File: config.mk
export PLATFORM = sky130hd
export DESIGN_NAME = irq_capture_encoder8_flat
export DESIGN_NICKNAME = d
export VERILOG_FILES = /design/src/rtl/irq_capture_encoder8_if.sv /design/src/rtl/irq_capture_encoder8.sv /design/src/flat_wrapper.sv
export SDC_FILE = /design/constraint.sdc
export NUM_CORES = 1
export LEC_CHECK = 0
export CAP_MARGIN = 20
export CORE_AREA = 10 10 52 62
export DETAILED_ROUTE_END_ITERATION = 8
export DIE_AREA = 0 0 62 72
export PLACE_DENSITY = 0.84
export REMOVE_ABC_BUFFERS = 1
export SKIP_LAST_GASP = 1
export SLEW_MARGIN = 20
export SYNTH_ARGS = -nofsm -noshare
export SYNTH_HDL_FRONTEND = slang
export SYNTH_SLANG_ARGS = --single-unit
File: constraint.sdc
create_clock -name clk -period 1.6 [get_ports clk]
set_input_delay 0.16 -clock clk [delete_from_list [all_inputs] [get_ports clk]]
set_output_delay 0.16 -clock clk [all_outputs]
set_load 0.03 [all_outputs]
File: src/rtl/irq_capture_encoder8_if.sv
// rtl/irq_capture_encoder8_if.sv - grant code handshake between capture stage and consumer
interface irq_capture_encoder8_if #(
  parameter int CODE_W = 3
);
  logic [CODE_W-1:0] q;
  logic              valid;
  logic              ack;

  modport master (output q, output valid, input ack);
  modport slave  (input q, input valid, output ack);
endinterface

File: src/rtl/irq_capture_encoder8.sv
// rtl/irq_capture_encoder8.sv - edge-captured sticky request lines encoded to one granted code per event
module irq_capture_encoder8 #(
  parameter int WIDTH    = 8,
  parameter int CODE_W   = 3,
  parameter int HI_FIRST = 1
) (
  input  logic                    clk,
  input  logic                    rst_n,
  input  logic                    enable,
  input  logic [WIDTH-1:0]        i,
  irq_capture_encoder8_if.master  bus,
  output logic [WIDTH-1:0]        pending,
  output logic                    overflow
);

  typedef enum logic {IDLE, GRANT} state_t;

  state_t            state;
  logic [WIDTH-1:0]  i_d;
  logic [WIDTH-1:0]  rise;
  logic [WIDTH-1:0]  clr;
  logic [WIDTH-1:0]  pending_nxt;
  logic              ovf_set;
  logic [CODE_W-1:0] prio;

  always_comb begin
    rise        = i & ~i_d;
    clr         = '0;
    if (bus.valid && bus.ack) clr = WIDTH'(1) << bus.q;
    // a fresh edge on the bit being acked keeps it pending for a later grant
    pending_nxt = (pending & ~clr) | rise;
    ovf_set     = |(rise & pending & ~clr);
  end

  always_comb begin
    prio = '0;
    for (int n = 0; n < WIDTH; n++) begin
      if (HI_FIRST != 0) begin
        if (pending[n]) prio = CODE_W'(n);
      end else begin
        if (pending[WIDTH-1-n]) prio = CODE_W'(WIDTH-1-n);
      end
    end
  end

  always_ff @(posedge clk) begin
    // i_d tracks i through reset and disable so lines already high never fire on release
    i_d <= i;
    if (!rst_n || !enable) begin
      pending   <= '0;
      overflow  <= 1'b0;
      bus.q     <= '0;
      bus.valid <= 1'b0;
      state     <= IDLE;
    end else begin
      pending <= pending_nxt;
      if (ovf_set) overflow <= 1'b1;
      case (state)
        IDLE: begin
          if (pending != '0) begin
            bus.q     <= prio;
            bus.valid <= 1'b1;
            state     <= GRANT;
          end
        end
        GRANT: begin
          if (bus.ack) begin
            bus.valid <= 1'b0;
            state     <= IDLE;
          end
        end
        default: begin
          bus.valid <= 1'b0;
          state     <= IDLE;
        end
      endcase
    end
  end

endmodule

File: src/flat_wrapper.sv
// flat-port wrapper written by rule: the top's interface ports become plain ports
module irq_capture_encoder8_flat 
#(
  parameter int WIDTH    = 8,
  parameter int CODE_W   = 3,
  parameter int HI_FIRST = 1
)
  (clk, rst_n, enable, i, pending, overflow, bus_q, bus_valid, bus_ack);
  irq_capture_encoder8_if #(.CODE_W(CODE_W)) bus_i ();
  input  logic clk;
  input  logic rst_n;
  input  logic enable;
  input  logic [WIDTH-1:0] i;
  output logic [WIDTH-1:0] pending;
  output logic overflow;
  output wire logic [$bits(bus_i.q)-1:0] bus_q;
  output wire logic [$bits(bus_i.valid)-1:0] bus_valid;
  input wire logic [$bits(bus_i.ack)-1:0] bus_ack;
  assign bus_q = bus_i.q;
  assign bus_valid = bus_i.valid;
  assign bus_i.ack = bus_ack;
  irq_capture_encoder8 #(.WIDTH(WIDTH), .CODE_W(CODE_W), .HI_FIRST(HI_FIRST)) u_core (.clk(clk), .rst_n(rst_n), .enable(enable), .i(i), .bus(bus_i), .pending(pending), .overflow(overflow));
endmodule
# --- Word level (Yosys, flattened, before mapping) ---
# Cells that the tools add are included.
word_totals:
  elab_cells: 39
  ff_bits: 22
  in_bits: 12
  out_inout_bits: 13
op_classes:
  n_reduce_logical: 8
  shift: 1
  n_mux: 14
  n_eq_ne: 2
  bitwise_logic: 8
ops:
  columns: ["op", "count"]
  rows:
  - ["8-bit bitwise AND", 4]
  - ["8-bit inverter", 2]
  - ["3-bit two-way mux", 4]
  - ["8-bit two-way mux", 1]
  - ["8-bit OR", 1]
  - ["8-bit nonzero test", 1]
  - ["8-bit OR reduction", 1]
  - ["1-bit by 3-bit << shifter with 8-bit output, first input constant", 1]
  - ["1-bit two-way mux", 5]
  - ["2-bit two-way mux", 2]
  - ["1-bit case mux with 2 select lines", 2]
  - ["2-bit AND reduction", 2]
  - ["1-bit zero test", 2]
  - ["2-bit by 1-bit inequality test with 1-bit output, second input constant", 1]
  - ["2-bit inequality test, second input constant", 1]
  - ["1-bit logical AND", 1]
  - ["1-bit logical OR", 1]
  - ["1-bit inverter", 1]

# --- Logic depth before layout (Yosys ltp) ---
logic_depth:
  ltp_word: 7
  depth_mapped: 4
  depth_no_buf: 4

# --- Worst setup path after synthesis ---
# Ideal clock, no wire load.
synth_timing:
  kind: "reg2reg"
  start: "register u_core.bus.q[0]"
  end: "register u_core.overflow"
  setup_time_ps: 133
  slack_ps: 193
  synth_period_minus_slack_ps: 1407
  t_arrival_ps: 1274
  stages_incl_launch_ff: 5
  path_cell_list: "dfxtp_1 > and3_2 > a311oi_1 > nor4_1 > a31oi_1"
synth_between:
  elab_chain_len: 5
synth_rtl:
  columns: ["item", "line", "rtl"]
  rows:
  - ["start, declared", "irq_capture_encoder8_if.sv:9", "modport master (output q, output valid, input ack);"]
  - ["start signal, assigned", "irq_capture_encoder8.sv:61", "bus.q <= prio;"]
  - ["1-bit by 3-bit << shifter with 8-bit output", "irq_capture_encoder8.sv:29", "if (bus.valid && bus.ack) clr = WIDTH'(1) << bus.q;"]
  - ["8-bit two-way mux", "irq_capture_encoder8.sv:29", null]
  - ["8-bit inverter", "irq_capture_encoder8.sv:32", "ovf_set = |(rise & pending & ~clr);"]
  - ["8-bit bitwise AND", "irq_capture_encoder8.sv:32", null]
  - ["8-bit OR reduction", "irq_capture_encoder8.sv:32", null]
  - ["end signal, assigned", "irq_capture_encoder8.sv:51", "overflow <= 1'b0;"]
  - ["end signal, assigned", "irq_capture_encoder8.sv:57", "if (ovf_set) overflow <= 1'b1;"]
  - ["end, declared", "irq_capture_encoder8.sv:13", "output logic overflow"]
# No other way between the ends.
# A chain may end at the register's enable or synchronous reset.

# --- Worst setup path after layout ---
layout_timing:
  start: "register u_core.bus.q[0]"
  end: "output bus_q[0]"
layout_rtl:
  columns: ["item", "line", "rtl"]
  rows:
  - ["end, declared", "flat_wrapper.sv:16", "output wire logic [$bits(bus_i.q)-1:0] bus_q;"]
# No word-level cell between the ends.

==> flow_summary.toml <==
[worst_setup_path]
crit_arrival_ns = 1.25
crit_path_end_kind = "output pin"
crit_slowest_cell = "dfxtp_1"
crit_buf_inv = 1
worst_path_largest_cell_delay_ns = 0.49
path_cells = "dlygate4sd2_1"
cpLargestDelayFamily = "flip-flops"
critPathRequiredTime_ns = 1.44
timing_worst_setup_path_type = "flop to output pin"
setup.worst_path.start_class = "flop"
path_max_fanout = 8

[place]
io_buffers = 24
dpl.hpwl_mm = 1.78
gp_congestion = 0.853

[yosys]
avgSynthCellArea_um2 = 9.40
synthMuxAreaShare_pct = 0
ys_seq_area_share_pct = 50.4
synth_enable_flop_cells = 0
synth_compound_area_share_pct = 25.5
ys_ff_latch = 22
yosysWarnings = 0
synth_xor_area_share_pct = 0
synthAdderAreaFrac_pct = 0
yosys-top-cells-area = "dfxtp_1 (50%), a21oi_1 (7.4%), nand2b_1 (5.0%)"
ys_dominant_reg_cell = "dfxtp_1"
yosys.area_share.simple_pct = 21.2
synth_area_leader_cell = "dfxtp_1"
synth_cells = 93
yosys.cell_types.count = 29
synth_top_area_share_pct = 50.4
async_flop_share_pct = 0
synth_top_family_by_area = "compound AO/OA/AOI/OAI gates"
syn_area_um2 = 875

[global_routing]
antenna_found_initial = 0
grtUsageTotal_pct = 10.7
grt_start_max_net_pins = 13
grt_first_pass_wirelength_mm = 3.76
grt_overflow = 0
grt_pass1_vias = 880

[sta]
whs_ns = 0.306
slew_violations = 0
fin_crit_sh_pct = 88.0
finalSetupViolCount = 0
hold_viol = 0
max_freq_mhz = 710
worst_slew_pin_slew_ns = 0.391
tns_ns = 0
rsz0062_at_grt = "no"
max-slew-margin-rel_pct = 73.9
finalClockSkew_ns = 0.00314
fin_crit_ns = 1.41

[die]
fp.dieH_um = 72
core_area_um2 = 2050
num_rows = 18
design.portCount = 25
die-area_um2 = 4460
start_util_pct = 42.7
chipWidth_um = 62

[route]
dr_total_vias = 826
drt_wl_total_mm = 2.24
drt_pass1_iterations = 4
wl_per_cell_um = 14.7
antenna_left = 0
viasPerCell = 5.43
drc = 0
drtIter0Drc = 22

[status]
outcome = "finished, final reports clean"

[finish]
finish.net_count = 135
final_layout_size_suffix_gt1_share_pct = 12.3
area_growth_pct = 35.8
insertedDiodeCount = 0

[clock_network]
tritoncts = "built"
clock_latency_ns = 0.31
root_buffer = "clkbuf_4"
cts.sinks = 22
numCtsBuffers = 3
cts_buffer_depth = 2
clk_pin_slew_ns = 0.12
h-tree-depth = 1

[power_and_ir_drop]
leakagePower_uw = 0.000497
vdd_drop_max_mv = 0.605
p_per_area_nw_per_um2 = 911

[min_path]
hold_path.class = "input pin to flop"

[run]
drv_cap = 0
[cells in the mapped netlist, types with 2 or more instances]
library cell  count
nor2_1            3
a211oi_1          3
a31oi_1           2
nor4_2            2
a311oi_1          2
nand2_1           8
o2111a_1          2
inv_1             6
dfxtp_1          22
o21ai_0           5
nand2b_1          7
o21a_1            2
a21oi_1          13
[layout make-up]
type | instances | area, µm²
timing repair buffer | 26 | 243
clock buffer | 4 | 36.3
fill | 185 | 862
inverter | 6 | 22.5
tap | 30 | 37.5
sequential | 22 | 440
multi-input combinational | 64 | 408
[repair_timing]
item / CTS / global route
setup buffers: 0 / 0
endpoints found under the setup margin: 12 / 1
gates resized for setup: 12 / 1
hold buffers: 0 / 0
[path summary, 6_finish.rpt]
path         slack [ns]  cells after the start                         start                           end
max                0.19                      1  u_core.bus.q[0]$_SDFFE_PP0P_                      bus_q[0]
max reg2reg        0.22                      3  u_core.pending[4]$_SDFF_PP0_  u_core.bus.q[0]$_SDFFE_PP0P_
min                0.31                      1                          i[5]         u_core.i_d[5]$_DFF_P_
min reg2reg        0.51                      3         u_core.i_d[4]$_DFF_P_  u_core.pending[4]$_SDFF_PP0_
[logic make-up after synthesis]
group / after synthesis
flip-flops: 22
buffers and inverters: 7
AND/OR/NAND/NOR: 30
AO/OA/AOI/OAI: 34
[registers in the layout (all words and copies together), names as in the netlist]
name	flops
u_core.i_d	8
u_core.pending	8
u_core.bus.q	3
u_core.bus.valid	1
u_core.overflow	1
u_core.state	1
[metal layers]
metal / GRT usage, % / vias to the layer above / share of wire, %
li1: - / 398 / -
met2: 18.7 / 37 / 50
met3: 2.96 / 7 / 8.6
met5: 0 / - / 0
met4: 5.47 / 0 / 2.9
met1: 11.1 / 384 / 39
[where the power goes]
| part | leakage (µW) | switching (µW) | internal (µW) |
|---|---|---|---|
| clock | 0.0000210 | 165 | 139 |
| sequential | 0.000182 | 28.1 | 575 |
| combinational | 0.000294 | 94.8 | 79.4 |
| total | 0.000497 | 288 | 794 |
[metrics by stage]
stage	std cells	utilization, %	setup WS [ns]	total power, µW	instance area (µm²)
floorplan	92	-	0.193	711	871
global placement	148	56.8	-0.00746	792	1160
detailed placement	148	56.8	-0.0847	799	1160
CTS	152	57.8	0.00693	1090	1180
global route	152	57.9	0.111	1130	1190
finish	152	57.9	0.192	1080	1190
[cell usage in the layout, fill, tap and decap left out, drive strengths merged]
master	count
nand3b	1
a31oi	2
dfxtp	22
o22a	2
nor3	2
a211oi	3
dlymetal6s2s	1
and3	1
clkbuf	4
or2	1
nor2b	1
buf	2
dlygate4sd2	12
and3b	1
a311oi	2
clkdlybuf4s50	11
or3b	1
o21ai	6
inv	6
o2111a	2
nand2	8
o21bai	1
nand3	1
nor2	3
nor4	3
nand2b	7
o21a	2
a21oi	13
o31ai	1
Note: power is estimated with default switching activity, not from simulation.
